## src/rtl/uart_rx_core.sv

```systemverilog
// UART receive engine: synchronizes the serial line, deserializes one frame per
// the latched LCR settings and hands the word out over valid/ready. Define
// UART_RX_BREAK_DET_EN to add break detection (break_o output and BREAK state).
module uart_rx_core #(
  parameter int DIV_WIDTH  = 16,
  parameter int DATA_WIDTH = 8
) (
  input  logic                  clk_i,
  input  logic                  rst_i,
  input  logic                  en_i,
  input  logic [DIV_WIDTH-1:0]  div_i,
  input  logic [1:0]            wls_i,
  input  logic                  pen_i,
  input  logic [1:0]            ps_i,
  input  logic                  stb_i,
  input  logic                  uart_rx_i,
  output logic [DATA_WIDTH-1:0] data_o,
  output logic                  pe_o,
  output logic                  fe_o,
  output logic                  valid_o,
  input  logic                  ready_i,
  output logic                  overrun_o,
`ifdef UART_RX_BREAK_DET_EN
  output logic                  busy_o,
  output logic                  break_o
`else
  output logic                  busy_o
`endif
);

  localparam logic [DIV_WIDTH-1:0] DIV_ONE = DIV_WIDTH'(1);
  localparam logic [DIV_WIDTH-1:0] DIV_MIN = DIV_WIDTH'(2);

`ifdef UART_RX_BREAK_DET_EN
  typedef enum logic [2:0] {
    S_IDLE, S_START, S_DATA, S_PARITY, S_STOP1, S_STOP2, S_BREAK
  } state_t;
`else
  typedef enum logic [2:0] {
    S_IDLE, S_START, S_DATA, S_PARITY, S_STOP1, S_STOP2
  } state_t;
`endif

  // Valid/ready: a word is transferred on any rising clock edge where valid_o
  // and ready_i are both high; valid_o and its data/pe/fe stay stable until then.

  logic                  r_sync1;
  logic                  r_sync2;
  logic                  r_prev;
  state_t                r_state;
  state_t                w_state_nxt;
  logic [DIV_WIDTH-1:0]  r_cnt;
  logic [DIV_WIDTH-1:0]  w_cnt_nxt;
  logic [DIV_WIDTH-1:0]  r_div;
  logic [DIV_WIDTH-1:0]  w_div_eff;
  logic [1:0]            r_wls;
  logic [1:0]            r_ps;
  logic                  r_pen;
  logic                  r_stb;
  logic [2:0]            r_bit_cnt;
  logic [DATA_WIDTH-1:0] r_shift;
  logic                  r_pe;
  logic                  r_fe;
  logic                  r_par_bit;
  logic [DATA_WIDTH-1:0] r_data;
  logic                  r_pe_out;
  logic                  r_fe_out;
  logic                  r_valid;
  logic                  r_overrun;

  logic                  w_sample;
  logic                  w_fall;
  logic                  w_tick;
  logic [2:0]            w_last_idx;
  logic                  w_par_exp;
  logic                  w_latch;
  logic                  w_shift;
  logic                  w_par_chk;
  logic                  w_stop_chk;
  logic                  w_complete;
`ifdef UART_RX_BREAK_DET_EN
  logic                  r_break;
  logic                  w_brk_hit;
  logic                  w_is_break;
`endif

  assign w_sample   = r_sync2;
  assign w_fall     = r_prev & ~r_sync2;
  assign w_tick     = (r_cnt == '0);
  assign w_div_eff  = (div_i < DIV_MIN) ? DIV_MIN : div_i;
  assign w_last_idx = {1'b0, r_wls} + 3'd4;

  // Bits above the word length stay zero, so the full-width XOR is the data XOR.
  always_comb begin
    w_par_exp = 1'b0;
    case (r_ps)
      2'b00:   w_par_exp = ^r_shift;
      2'b01:   w_par_exp = ~(^r_shift);
      2'b10:   w_par_exp = 1'b1;
      default: w_par_exp = 1'b0;
    endcase
  end

`ifdef UART_RX_BREAK_DET_EN
  assign w_is_break = (r_shift == '0) && !r_par_bit && !w_sample;
`endif

  always_comb begin
    w_state_nxt = r_state;
    w_cnt_nxt   = r_cnt;
    w_latch     = 1'b0;
    w_shift     = 1'b0;
    w_par_chk   = 1'b0;
    w_stop_chk  = 1'b0;
    w_complete  = 1'b0;
`ifdef UART_RX_BREAK_DET_EN
    w_brk_hit   = 1'b0;
`endif
    if (!en_i) begin
      w_state_nxt = S_IDLE;
      w_cnt_nxt   = '0;
    end else begin
      case (r_state)
        S_IDLE: begin
          if (w_fall) begin
            w_state_nxt = S_START;
            w_cnt_nxt   = w_div_eff >> 1;
            w_latch     = 1'b1;
          end
        end
        S_START: begin
          if (!w_tick) begin
            w_cnt_nxt = r_cnt - DIV_ONE;
          end else if (w_sample) begin
            w_state_nxt = S_IDLE;
            w_cnt_nxt   = '0;
          end else begin
            w_state_nxt = S_DATA;
            w_cnt_nxt   = r_div - DIV_ONE;
          end
        end
        S_DATA: begin
          if (!w_tick) begin
            w_cnt_nxt = r_cnt - DIV_ONE;
          end else begin
            w_shift   = 1'b1;
            w_cnt_nxt = r_div - DIV_ONE;
            if (r_bit_cnt == w_last_idx) begin
              w_state_nxt = r_pen ? S_PARITY : S_STOP1;
            end
          end
        end
        S_PARITY: begin
          if (!w_tick) begin
            w_cnt_nxt = r_cnt - DIV_ONE;
          end else begin
            w_par_chk   = 1'b1;
            w_cnt_nxt   = r_div - DIV_ONE;
            w_state_nxt = S_STOP1;
          end
        end
        S_STOP1: begin
          if (!w_tick) begin
            w_cnt_nxt = r_cnt - DIV_ONE;
          end else begin
            w_stop_chk = 1'b1;
            w_cnt_nxt  = r_div - DIV_ONE;
`ifdef UART_RX_BREAK_DET_EN
            if (w_is_break) begin
              w_brk_hit   = 1'b1;
              w_state_nxt = S_BREAK;
            end else
`endif
            if (r_stb) begin
              w_state_nxt = S_STOP2;
            end else begin
              w_complete  = 1'b1;
              w_state_nxt = S_IDLE;
              w_cnt_nxt   = '0;
            end
          end
        end
        S_STOP2: begin
          if (!w_tick) begin
            w_cnt_nxt = r_cnt - DIV_ONE;
          end else begin
            w_stop_chk  = 1'b1;
            w_complete  = 1'b1;
            w_state_nxt = S_IDLE;
            w_cnt_nxt   = '0;
          end
        end
`ifdef UART_RX_BREAK_DET_EN
        // Any low sample restarts the full-period wait for a released line.
        S_BREAK: begin
          if (!w_sample) begin
            w_cnt_nxt = r_div - DIV_ONE;
          end else if (w_tick) begin
            w_state_nxt = S_IDLE;
            w_cnt_nxt   = '0;
          end else begin
            w_cnt_nxt = r_cnt - DIV_ONE;
          end
        end
`endif
        default: begin
          w_state_nxt = S_IDLE;
          w_cnt_nxt   = '0;
        end
      endcase
    end
  end

  always_ff @(posedge clk_i) begin
    if (rst_i) begin
      r_sync1   <= 1'b1;
      r_sync2   <= 1'b1;
      r_prev    <= 1'b1;
      r_state   <= S_IDLE;
      r_cnt     <= '0;
      r_div     <= '0;
      r_wls     <= '0;
      r_ps      <= '0;
      r_pen     <= 1'b0;
      r_stb     <= 1'b0;
      r_bit_cnt <= '0;
      r_shift   <= '0;
      r_pe      <= 1'b0;
      r_fe      <= 1'b0;
      r_par_bit <= 1'b0;
      r_data    <= '0;
      r_pe_out  <= 1'b0;
      r_fe_out  <= 1'b0;
      r_valid   <= 1'b0;
      r_overrun <= 1'b0;
`ifdef UART_RX_BREAK_DET_EN
      r_break   <= 1'b0;
`endif
    end else begin
      r_sync1   <= uart_rx_i;
      r_sync2   <= r_sync1;
      r_prev    <= r_sync2;
      r_state   <= w_state_nxt;
      r_cnt     <= w_cnt_nxt;
      r_overrun <= 1'b0;
`ifdef UART_RX_BREAK_DET_EN
      r_break   <= w_brk_hit;
`endif
      if (w_latch) begin
        r_div     <= w_div_eff;
        r_wls     <= wls_i;
        r_ps      <= ps_i;
        r_pen     <= pen_i;
        r_stb     <= stb_i;
        r_bit_cnt <= '0;
        r_shift   <= '0;
        r_pe      <= 1'b0;
        r_fe      <= 1'b0;
        r_par_bit <= 1'b0;
      end
      if (w_shift) begin
        r_shift[r_bit_cnt] <= w_sample;
        r_bit_cnt          <= r_bit_cnt + 3'd1;
      end
      if (w_par_chk) begin
        r_par_bit <= w_sample;
        if (w_sample != w_par_exp) r_pe <= 1'b1;
      end
      if (w_stop_chk && !w_sample) r_fe <= 1'b1;

      if (r_valid && ready_i) r_valid <= 1'b0;
      // A completing frame may replace the held word only if it leaves this cycle.
      if (w_complete) begin
        if (!r_valid || ready_i) begin
          r_data   <= r_shift;
          r_pe_out <= r_pe;
          r_fe_out <= r_fe | ~w_sample;
          r_valid  <= 1'b1;
        end else begin
          r_overrun <= 1'b1;
        end
      end
    end
  end

  assign data_o    = r_data;
  assign pe_o      = r_pe_out;
  assign fe_o      = r_fe_out;
  assign valid_o   = r_valid;
  assign overrun_o = r_overrun;
  assign busy_o    = (r_state != S_IDLE);
`ifdef UART_RX_BREAK_DET_EN
  assign break_o   = r_break;
`endif

endmodule

```

## config.mk

```make
export PLATFORM = sky130hd
export DESIGN_NAME = uart_rx_core
export DESIGN_NICKNAME = d
export VERILOG_FILES = /design/src/rtl/uart_rx_core.sv
export SDC_FILE = /design/constraint.sdc
export NUM_CORES = 1
export LEC_CHECK = 0
export BUFFER_PORTS_ARGS = -buffer_cell sky130_fd_sc_hd__buf_2
export CAP_MARGIN = 40
export CORE_ASPECT_RATIO = 0.9
export CORE_UTILIZATION = 58
export DETAILED_ROUTE_END_ITERATION = 8
export PLACE_DENSITY = 0.89
export SLEW_MARGIN = 25
export SYNTH_ARGS = -nofsm -noshare
export SYNTH_HDL_FRONTEND = slang
export SYNTH_SLANG_ARGS = --single-unit
```

## constraint.sdc

```tcl
create_clock -name clk_i -period 3.6 [get_ports clk_i]
set_input_delay 0.72 -clock clk_i [delete_from_list [all_inputs] [get_ports clk_i]]
set_output_delay 0.72 -clock clk_i [all_outputs]
set_load 0.01 [all_outputs]
```

# Word-level counts from Yosys, hierarchy flattened
# Cells that the tools add are included.
[word_totals] regBits=69 inputBits=27 elab_cells=119
[classes] bitwise=6 n_eq_ne=16 mux=52 reduce_logical=19 n_lt_le_gt_ge=3 add_sub_neg=4
[ops] op="$mux W16" count=8
[ops] op="$pmux W16 S5" count=1
[ops] op="$mux W3" count=11
[ops] op="$sub A16 B1 Y16 const B" count=2
[ops] op="$mux W8" count=3
[ops] op="$mux W1" count=23
[ops] op="$pmux W3 S6" count=1
[ops] op="$logic_not A16 Y1" count=1
[ops] op="$lt A16 B2 Y1 const B" count=1
[ops] op="$ne A2 B2 Y1 const B" count=7
[ops] op="$bwmux W8" count=1
[ops] op="$reduce_or A2 Y1" count=4
[ops] op="$reduce_xor A8 Y1" count=1
[ops] op="$reduce_and A7 Y1" count=1
[ops] op="$eq A3 B2 Y1 const B" count=2
[ops] op="$eq A3 B3 Y1 const B" count=2
[ops] op="$lt A3 B4 Y1 const B" count=1
[ops] op="$not A1 Y1" count=4
[ops] op="$reduce_bool A2 Y1" count=2
[ops] op="$add A2 B3 Y3 const B" count=1
[ops] op="$add A3 B1 Y3 const B" count=1
[ops] op="$demux W1 S3" count=1
[ops] op="$eq A3 B1 Y1 const B" count=1
[ops] op="$eq A3 B3 Y1" count=1
[ops] op="16 further kinds" count=19

# Logic depth before layout (Yosys ltp)
# Gate-level depths: netlist of run 1.
[logic_depth] depth_word=9 mapped_depth=9 depth_no_buf=8

# Worst setup path before layout of run 1
# OpenSTA, ideal clock, no wires.
[synth_timing] path_type="register to register" from="register r_cnt[0]" to="register r_shift[0]" n_path_buf=1 synth_period_minus_slack_ns=2.691 stages_incl_launch_ff=10 t_arrival_ns=2.571 setup_slack_ns=0.909 path_cell_list="dfxtp_1 > inv_1 > ha_1 > or3b_4 > or4_4 > or3_1 > buf_2 > or4_1 > nand3_1 > o21ai_1"
[synth_via] elab_chain_cells=5
[synth_rtl] element="start, declared" line="52" rtl="logic [DIV_WIDTH-1:0] r_cnt;"
[synth_rtl] element="start signal, assigned" line="244" rtl="r_cnt <= w_cnt_nxt;"
[synth_rtl] element="$logic_not A16 Y1" line="89" rtl="assign w_tick = (r_cnt == '0);"
[synth_rtl] element="$mux W1" line="143" rtl="if (!w_tick) begin"
[synth_rtl] element="$mux W1" line="123" rtl="case (r_state)"
[synth_rtl] element="$mux W1" line="119" rtl="if (!en_i) begin"
[synth_rtl] element="$mux W8" line="261" rtl="if (w_shift) begin"
[synth_rtl] element="end signal, assigned by index" line="262" rtl="r_shift[r_bit_cnt] <= w_sample;"
[synth_rtl] element="end, declared" line="61" rtl="logic [DATA_WIDTH-1:0] r_shift;"
# No other way between the ends.
# A chain may end at the register's enable or synchronous reset.

# Worst setup path after layout of run 1
# Ends and elaborated chain as after synthesis.

==> results of run 1 <==
[worst register-to-register path, stage by stage (launching register included)]
cell and delay (ns):
sky130_fd_sc_hd__dfxtp_1 0.35, sky130_fd_sc_hd__inv_1 0.10, sky130_fd_sc_hd__ha_1 0.19, sky130_fd_sc_hd__or3b_4 0.42, sky130_fd_sc_hd__or4_4 0.58, sky130_fd_sc_hd__or3_1 0.53, sky130_fd_sc_hd__or4_1 0.47, sky130_fd_sc_hd__nand3_1 0.10
sky130_fd_sc_hd__o21ai_1 0.07
[metal layers]
| metal | GRT usage [%] | vias up | part of all wire (%) |
|---|---|---|---|
| met3 | 8.56 | 22 | 12 |
| li1 | - | 1705 | - |
| met4 | 12.0 | 0 | 1.7 |
| met1 | 43.4 | 1710 | 42 |
| met5 | 0 | - | 0 |
| met2 | 47.9 | 246 | 45 |
[sequential cells by signal, summed over array words and instances, names as in the netlist, 2 cells and up]
name / cells
r_shift: 8
r_bit_cnt: 3
r_ps: 2
data_o: 8
r_wls: 2
r_div: 16
r_state: 3
r_cnt: 16
[layout make-up]
class / instances / area share [%]
Clock buffer: 9 / 3.06
Clock inverter: 7 / 2.01
Inverter: 9 / 0.835
Multi-Input combinational cell: 350 / 50.9
Sequential cell: 69 / 34.1
Tap cell: 70 / 2.17
Timing Repair Buffer: 50 / 6.90
[power breakdown]
group          leakage, nW  switching (W)  internal (W)
registers            0.557      0.0000132      0.000773
clock network        0.106       0.000325      0.000330
logic                0.884       0.000135     0.0000824
total                 1.55       0.000473       0.00119
[cells in the final DEF (no fill, tap or decap), drive strengths merged, types with 3 or more instances in the layout]
master	Yosys	layout
nor2b	5	5
a21oi	48	48
nand3	15	15
xnor2	18	18
inv	9	12
a222oi	4	4
nand2b	10	10
nor2	36	36
nand2	70	70
ha	3	3
a221oi	6	6
or3	9	9
buf	4	49
clkbuf	20	10
or4	5	5
clkinv	0	3
o211ai	5	5
or2	4	4
nor3	13	13
a211oi	8	8
nand4	4	4
o31ai	5	5
o21ai	24	24
nor4	11	11
xor2	9	9
mux2i	11	11
dfxtp	69	69
[metrics by stage]
step	cell area [um^2]	hold WS, ns	total power (W)	setup WS (ns)
global route	4050	0.446	0.00172	0.570
CTS	4030	0.416	0.00165	0.711
finish	4050	0.414	0.00166	0.679
floorplan	3570	0.389	0.000942	0.909
global placement	3820	0.394	0.00100	0.819
detailed placement	3830	0.394	0.00101	0.767
[kinds of logic (layout without fill, tap and decap cells)]
logic type,count (synthesis),after routing
and+or+nand+nor,189,189
AOI/OAI and AO/OA,120,120
DFF,69,69
buffers and inverters,33,75
xor gates and xnor gates,27,27
muxes,11,11
adders and majority gates,3,3
[path summary, 6_finish.rpt]
check,start,to,slack (ns),cells after the start
worst max-delay path,r_cnt[0],r_shift[0],0.68,8
worst min-delay path,r_sync1,r_sync2,0.41,1
worst max register to register,r_cnt[0],r_shift[0],0.68,8
worst min register to register,r_sync1,r_sync2,0.41,1
==> results.rst, run 1 <==
.. list-table::
   :header-rows: 1

   * - Metric
     - Value
   * - Status
     - completed
   * - Post-synth EDFFs
     - 0
   * - Fraction of synthesized area in multiplexers
     - 3.09%
   * - Sum of routed wire length over all layers
     - around 10 mm
   * - Die X
     - approximately 85 um
   * - Cell chain of the critical path
     - inv_1 > ha_1 > or3b_4 > or4_4 > or3_1 > or4_1 > nand3_1 > o21ai_1
   * - Detailed-route via count
     - 3,683
   * - Die area
     - roughly 0.0065 mm^2
   * - Area used by multi-input combinational logic
     - 0.00206 mm^2
   * - Clk sink count
     - 69
   * - Tot GR Track Use
     - 31.8%
   * - Placed insts
     - 546
   * - First-iteration detailed-routing DRC count
     - 507
   * - Cells resized by post-CTS repair
     - 0
   * - CTS Buffer Depth
     - 2
   * - IR Drop Worst-Case VDD
     - 0.000402 V
   * - Mean number of vias per cell
     - 6.53
   * - Measured slew at the worst slew-check pin
     - 0.887 ns
   * - Number of placement rows
     - 26
   * - Top cells by instance count after synthesis
     - 70 x sky130_fd_sc_hd__nand2_1, 69 x sky130_fd_sc_hd__dfxtp_1, 48 x sky130_fd_sc_hd__a21oi_1, 36 x sky130_fd_sc_hd__nor2_1, 23 x sky130_fd_sc_hd__o21ai_0
   * - Combined buffer and inverter count along the critical path
     - 1
   * - Adder and majority gate portion of the synthesized area
     - about 1.1%
   * - Post-Syn Instances
     - 452
   * - Area Overhead vs Synth
     - 13.4%
   * - Number of levels in the clock H-tree
     - 3
   * - Worst-case headroom to the max-slew limit
     - 40.9%
   * - Setup repair after global routing missed its margin
     - false
   * - Top FF cell, synth
     - sky130_fd_sc_hd__dfxtp_1
   * - Number of ports placed on the die boundary
     - 40
   * - Cell type of the slowest stage on the worst timing path
     - sky130_fd_sc_hd__or4_4
   * - GP Congestion
     - around 1
   * - Share of async-settable or async-resettable flops after synthesis
     - 0%
   * - Seq/Total Area, Yosys
     - 38.7%
   * - FF+latch area
     - 0.00138 mm^2
   * - Fillcell total
     - ~480
   * - Slowest Stage Delay on Critical Path
     - 0.58 ns
   * - Flip-flop and latch count after synthesis
     - between 60 and 70
   * - Number of post-CTS setup repair buffers
     - 0
   * - Cell type contributing the most total cell area after synthesis
     - sky130_fd_sc_hd__dfxtp_1
   * - Antenna viol nets, final
     - 0
   * - Number of hold buffers added after cts
     - 0
   * - Power density of the placed cells
     - 410 mW/mm^2
   * - Wire length of the first global-routing pass
     - 16.3 mm
   * - Initial antenna violation count
     - 0
   * - Die H
     - between 70 and 80 um
   * - Post-DP HPWL
     - 6.89 mm
   * - Clock Pin Slew Worst Setup and Hold Paths
     - roughly 0.080 ns
   * - Count of unresolved DRC violations after routing
     - 0
   * - Synthesized area per cell
     - 7.89 um^2
   * - Post-layout nets
     - 519
   * - Final setup violation count
     - 0
   * - Number of global-route vias before repair
     - 3,385
   * - Initial cell density of the core
     - 61.6%
   * - Total of warnings raised by yosys
     - 0
   * - Leakage Power
     - 1.55 nW
   * - Total negative slack
     - 0 ns
   * - TritonCTS clock tree
     - yes
   * - Critical Path Sink Type
     - flop
   * - Share of post-route cells with drive strength above 1
     - between 10% and 20%
   * - Critical path class
     - reg -> reg
   * - Non-filler cells in the finished layout
     - between 500 and 600
   * - Hold/Removal Path Class
     - reg -> reg
   * - Area fraction of the dominant cell type after synthesis
     - roughly two fifths
   * - Clock skew
     - 0.0115 ns
   * - Final cycle utilization of the critical path
     - 81.1%
   * - Required time at the endpoint of the critical path
     - 3.84 ns
   * - Final number of hold-violating endpoints
     - 0
   * - Max-cap violations
     - 0
   * - Compound-cell area share of the yosys netlist
     - a little over a fifth
   * - Detailed-route wire length per cell
     - 17.7 um
   * - Time the final worst path needs with I/O delays and setup
     - 2.92 ns
   * - Synth Area in Simple Gates
     - around a quarter
   * - Count of final max-slew check failures
     - 0
   * - Buffer type at the clock tree root
     - sky130_fd_sc_hd__clkbuf_8
   * - Parity-gate share of the synthesized area counting xor and xnor cells
     - between 6 and 7%
   * - Synthesized cell area
     - 0.00357 mm^2
   * - Sort of element at the start of the critical path
     - flop
   * - Core Footprint
     - 0.00579 mm^2
   * - Diodes inserted
     - 0
   * - Port bufs
     - 39
   * - Core Util, Final
     - 69.9%
   * - Largest net degree at the start of global routing
     - 44
   * - Post-Syn Nets
     - slightly below 500
   * - Critical Path AT
     - around 3.2 ns
   * - Clock latency on the worst-skew pair
     - roughly 0.35 ns
   * - Synth area leaders
     - sky130_fd_sc_hd__dfxtp_1 39%, sky130_fd_sc_hd__nand2_1 7.4%, sky130_fd_sc_hd__a21oi_1 6.7%, sky130_fd_sc_hd__xnor2_1 4.4%, sky130_fd_sc_hd__nor2_1 3.8%
   * - Most numerous cell in the Yosys netlist
     - sky130_fd_sc_hd__nand2_1
   * - Family with the most delay on the worst path
     - simple AND/OR/NAND/NOR gates
   * - Total overflow reported by the global router
     - 0
   * - Number of buffers inserted during clock tree synthesis
     - 9
   * - Highest fanout seen on the critical path
     - 9
   * - Number of unique standard cell types used by synthesis
     - 53
   * - Largest family of logic cells by synthesized area
     - simple AND/OR/NAND/NOR gates
   * - Number of detailed-routing iterations run before antenna repair
     - 9
   * - Maximum frequency from static timing analysis
     - 342 MHz
No activity file was read; power rests on OpenSTA's default activity.
==> inputs of run 2 (changes only) <==
--- a/config.mk
+++ b/config.mk
@@ -5,12 +5,13 @@
 export SDC_FILE = /design/constraint.sdc
 export NUM_CORES = 1
 export LEC_CHECK = 0
+export ABC_AREA = 1
 export BUFFER_PORTS_ARGS = -buffer_cell sky130_fd_sc_hd__buf_2
 export CAP_MARGIN = 40
 export CORE_ASPECT_RATIO = 0.9
-export CORE_UTILIZATION = 58
+export CORE_UTILIZATION = 54
 export DETAILED_ROUTE_END_ITERATION = 8
-export PLACE_DENSITY = 0.89
+export PLACE_DENSITY = 0.86
 export SLEW_MARGIN = 25
 export SYNTH_ARGS = -nofsm -noshare
 export SYNTH_HDL_FRONTEND = slang
==> constraint.sdc (replaced) <==
create_clock -name clk_i -period 2.4 [get_ports clk_i]
set_input_delay 0.48 -clock clk_i [delete_from_list [all_inputs] [get_ports clk_i]]
set_output_delay 0.48 -clock clk_i [all_outputs]
set_load 0.01 [all_outputs]
==> run 2 against run 1 <==
Clock skew decreased by 0.0028 ns. Non-clock buffer count decreased by 7. Clock power increased by 53%. Sequential power increased by 61%. Combinational power increased to 6.7 times the previous value. Flip-flop and latch count unchanged. Fmax increased by 39%. Largest cell class unchanged. Utilization decreased by 8.0 points. Critical path depth unchanged. Total power increased by 120%. Die area increased by 30%. First-iteration DRC count decreased by 35%.
==> results.rst, run 2 <==
.. list-table::
   :header-rows: 1

   * - Metric
     - Value
   * - Initial antenna violation count
     - 0 (unchanged)
   * - Initial cell density of the core
     - 56.6% (-5.0 points)
   * - Post-layout nets
     - 733 (+41%)
   * - Met2 wire length
     - 5.00 mm (+12%)
   * - Core Footprint
     - 0.00766 mm^2 (+32%)
   * - Area Overhead vs Synth
     - 9.27%
   * - Setup repair after global routing missed its margin
     - false
   * - Combinational group share of total power
     - 39.1% (+26 points)
   * - Maximum frequency from static timing analysis
     - 475 MHz (+39%)
   * - Most numerous cell in the Yosys netlist
     - sky130_fd_sc_hd__nand2_1
   * - Area used by multi-input combinational logic
     - 0.00252 mm^2 (+22%)
   * - Critical path class
     - reg -> reg
   * - Die H
     - 87.0 um (+14%)
   * - Required time at the endpoint of the critical path
     - 2.66 ns (-1.18 ns)
   * - Number of unique standard cell types used by synthesis
     - 36 (-32%)
   * - Highest fanout seen on the critical path
     - 12 (+3)
   * - Clock skew
     - 0.00877 ns (-0.00275 ns)
   * - Switching component of the power
     - 0.00155 W (+230%)
   * - Share of post-route cells with drive strength above 1
     - 16.8% (+1.8 points)
   * - Clock Pin Slew Worst Setup and Hold Paths
     - 0.08 ns (about the same)
   * - Register-to-register path setup slack
     - 0.30 ns (-0.38 ns)
   * - Endpoint of the worst register-to-register path
     - r_shift[1]
   * - Critical Path AT
     - 2.37 ns (-0.79 ns)
   * - Antenna viol nets, final
     - 0 (unchanged)
   * - Final cycle utilization of the critical path
     - 87.6% (+6.5 points)
   * - Tightest hold margin
     - 0.322 ns (-0.0920 ns)
   * - Post-synth EDFFs
     - 0 (unchanged)
   * - Number of levels in the clock H-tree
     - 3 (unchanged)
   * - GP Congestion
     - 0.899 (-11%)
   * - Cell type contributing the most total cell area after synthesis
     - sky130_fd_sc_hd__dfxtp_1
   * - Count of final max-slew check failures
     - 0 (unchanged)
   * - FF+latch area
     - 0.00138 mm^2 (unchanged)
   * - Number of ports placed on the die boundary
     - 40 (unchanged)
   * - Top flop regs
     - r_cnt x16, r_div x16
   * - Top FF cell, synth
     - sky130_fd_sc_hd__dfxtp_1
   * - Synth area leaders
     - sky130_fd_sc_hd__dfxtp_1 32%, sky130_fd_sc_hd__nand2_1 18%, sky130_fd_sc_hd__nor2_1 6.7%, sky130_fd_sc_hd__a21oi_1 5.5%, sky130_fd_sc_hd__inv_1 5.5%
   * - Count of unresolved DRC violations after routing
     - 0 (unchanged)
   * - Hold path cells
     - 2 (+1)
   * - Total of warnings raised by yosys
     - 0 (unchanged)
   * - CTS Buffer Depth
     - 2 (unchanged)
   * - Mean number of vias per cell
     - 5.43 (-17%)
   * - Overall power consumption
     - 0.00373 W (+120%)
   * - Number of global-route vias before repair
     - 3,965 (+17%)
   * - Worst-case headroom to the max-slew limit
     - 58.3% (+17 points)
   * - Wire length of the first global-routing pass
     - 18.1 mm (+11%)
   * - Clock latency on the worst-skew pair
     - 0.35 ns (about the same)
   * - Depth of the most critical reg-to-reg path
     - 8 (unchanged)
   * - Most frequent standard cell in the layout excluding fill and tap cells
     - sky130_fd_sc_hd__nand2_1
   * - Met1 Wirelength
     - 4.93 mm (+18%)
   * - Leakage Power
     - 2.16 nW (+40%)
   * - IR Drop Worst-Case VDD
     - 0.000389 V (-3.2%)
   * - Number of buffers inserted during clock tree synthesis
     - 9 (unchanged)
   * - Cells resized by post-CTS repair
     - 0 (unchanged)
   * - Post-DP HPWL
     - 8.09 mm (+17%)
   * - Sum of routed wire length over all layers
     - 10.9 mm (+9.0%)
   * - Diodes inserted
     - 0 (unchanged)
   * - Number of hold buffers added after cts
     - 0 (unchanged)
   * - TritonCTS clock tree
     - yes
   * - Total overflow reported by the global router
     - 0 (unchanged)
   * - Switching share of power
     - 41.5% (+13 points)
   * - Detailed-route wire length per cell
     - 13.6 um (-24%)
   * - Int Power
     - 0.00218 W (+84%)
   * - Fraction of power consumed by the clock network
     - 26.9% (-13 points)
   * - Buffer type at the clock tree root
     - sky130_fd_sc_hd__clkbuf_8
   * - Post-Syn Instances
     - 674 (+49%)
   * - Largest net degree at the start of global routing
     - 35 (-20%)
   * - Area fraction of the dominant cell type after synthesis
     - 31.9% (-6.9 points)
   * - Tot GR Track Use
     - 27.7% (-4.1 points)
   * - Top library cells by usage in the layout, fill and taps aside
     - 206 x sky130_fd_sc_hd__nand2_1, 77 x sky130_fd_sc_hd__nor2_1, 69 x sky130_fd_sc_hd__dfxtp_1
   * - Sequential share of power
     - 34.1% (-13 points)
   * - Flip-flop and latch count after synthesis
     - 69 (unchanged)
   * - Top cells by instance count after synthesis
     - 206 x sky130_fd_sc_hd__nand2_1, 77 x sky130_fd_sc_hd__nor2_1, 69 x sky130_fd_sc_hd__dfxtp_1, 64 x sky130_fd_sc_hd__inv_1, 48 x sky130_fd_sc_hd__a21oi_1
   * - Final number of hold-violating endpoints
     - 0 (unchanged)
   * - Power density of the placed cells
     - 788 mW/mm^2 (+92%)
   * - Total negative slack
     - 0 ns (unchanged)
   * - Final setup violation count
     - 0 (unchanged)
   * - Synthesized cell area
     - 0.00433 mm^2 (+22%)
   * - Endpoint of the worst hold-timing path
     - r_sync1
   * - Highest Signal Layer
     - met4
   * - Met3 Routed Length
     - 678 um (-43%)
   * - Die area
     - 0.00839 mm^2 (+30%)
   * - Sort of element at the start of the critical path
     - flop
   * - Hold/Removal Path Class
     - in -> reg
   * - Detailed-route via count
     - 4,368 (+19%)
   * - Number of detailed-routing iterations run before antenna repair
     - 5 (-4)
   * - Post-Syn Nets
     - 704 (+46%)
   * - Seq/Total Area, Yosys
     - 31.9% (-6.9 points)
   * - Synthesized area per cell
     - 6.43 um^2 (-19%)
   * - Status
     - completed
   * - FF-to-FF Start
     - r_cnt[0]
   * - Critical Path Sink Type
     - flop
   * - Startpoint of the most critical hold path
     - uart_rx_i
   * - Measured slew at the worst slew-check pin
     - 0.624 ns (-0.263 ns)
   * - Share of async-settable or async-resettable flops after synthesis
     - 0% (unchanged)
   * - Time the final worst path needs with I/O delays and setup
     - 2.10 ns (-0.818 ns)
   * - Max-cap violations
     - 0 (unchanged)
   * - First-iteration detailed-routing DRC count
     - 328 (-35%)
   * - First element of the critical path
     - r_cnt[0]
   * - Port bufs
     - 39 (unchanged)
   * - Clk sink count
     - 69 (unchanged)
   * - Number of post-CTS setup repair buffers
     - 0 (unchanged)
   * - Fillcell total
     - 722 (+52%)
   * - Die X
     - 96.4 um (+14%)
   * - Number of placement rows
     - 30 (+15%)
## run 2: area by class of cell
| class | instances | area share (%) |
|---|---|---|
| Inverter | 76 | 6.02 |
| Clock inverter | 6 | 1.48 |
| Tap cell | 96 | 2.54 |
| Multi-Input combinational cell | 504 | 53.1 |
| Sequential cell | 69 | 29.2 |
| Clock buffer | 10 | 2.91 |
| Timing Repair Buffer | 43 | 4.76 |
## run 2: per-stage QoR
step / setup slack (ns) / utilization (%) / instances / cell area [um^2]
3_5_place_dp: 0.435 / 59.1 / 788 / 4530
6_report: 0.297 / 61.8 / 804 / 4740
2_1_floorplan: 0.778 / - / 674 / 4330
5_1_grt: 0.161 / 61.8 / 804 / 4740
3_3_place_gp: 0.563 / 59.1 / 788 / 4530
4_1_cts: 0.336 / 61.8 / 804 / 4740
## run 2: worst max path at each step
stage	to	slack [ns]	cells past startpoint
2_1_floorplan	data_o[0]	0.78	9
3_3_place_gp	r_bit_cnt[0]	0.56	8
3_5_place_dp	r_bit_cnt[2]	0.43	8
4_1_cts	r_shift[1]	0.34	8
5_1_grt	r_shift[1]	0.16	8
6_report	r_shift[1]	0.30	8
## run 2: power groups by stage
stage	sequential, W	clock (W)	combinational (W)
2_1_floorplan	0.00128	0	0.00116
3_3_place_gp	0.00129	0	0.00140
3_5_place_dp	0.00130	0	0.00142
4_1_cts	0.00127	0.00100	0.00144
5_1_grt	0.00128	0.00106	0.00162
6_report	0.00127	0.00100	0.00146
## run 2: cells by family after synthesis
kind of cell               share of synthesized area (%)
adders and majority gates                          0.866
and+or+nand+nor                                     39.8
xor gates and xnor gates                            4.85
AOI/OAI and AO/OA                                   12.6
DFF                                                 31.9
buffers and inverters                               10.1
## run 2: worst max-delay path, cell delays in order, from the launching register on
cell                      delay [ns]
sky130_fd_sc_hd__dfxtp_1        0.33
sky130_fd_sc_hd__inv_1          0.11
sky130_fd_sc_hd__ha_1           0.27
sky130_fd_sc_hd__nand3_4        0.16
sky130_fd_sc_hd__nor2_2         0.20
sky130_fd_sc_hd__nand4_2        0.35
sky130_fd_sc_hd__inv_2          0.31
sky130_fd_sc_hd__nand2_1        0.12
sky130_fd_sc_hd__a21oi_1        0.17
## run 2: layer usage
metal	up-vias	track usage [%]
li1	2190	-
met1	2002	38.1
met2	148	43.4
met3	28	4.54
met4	0	10.8
met5	-	0
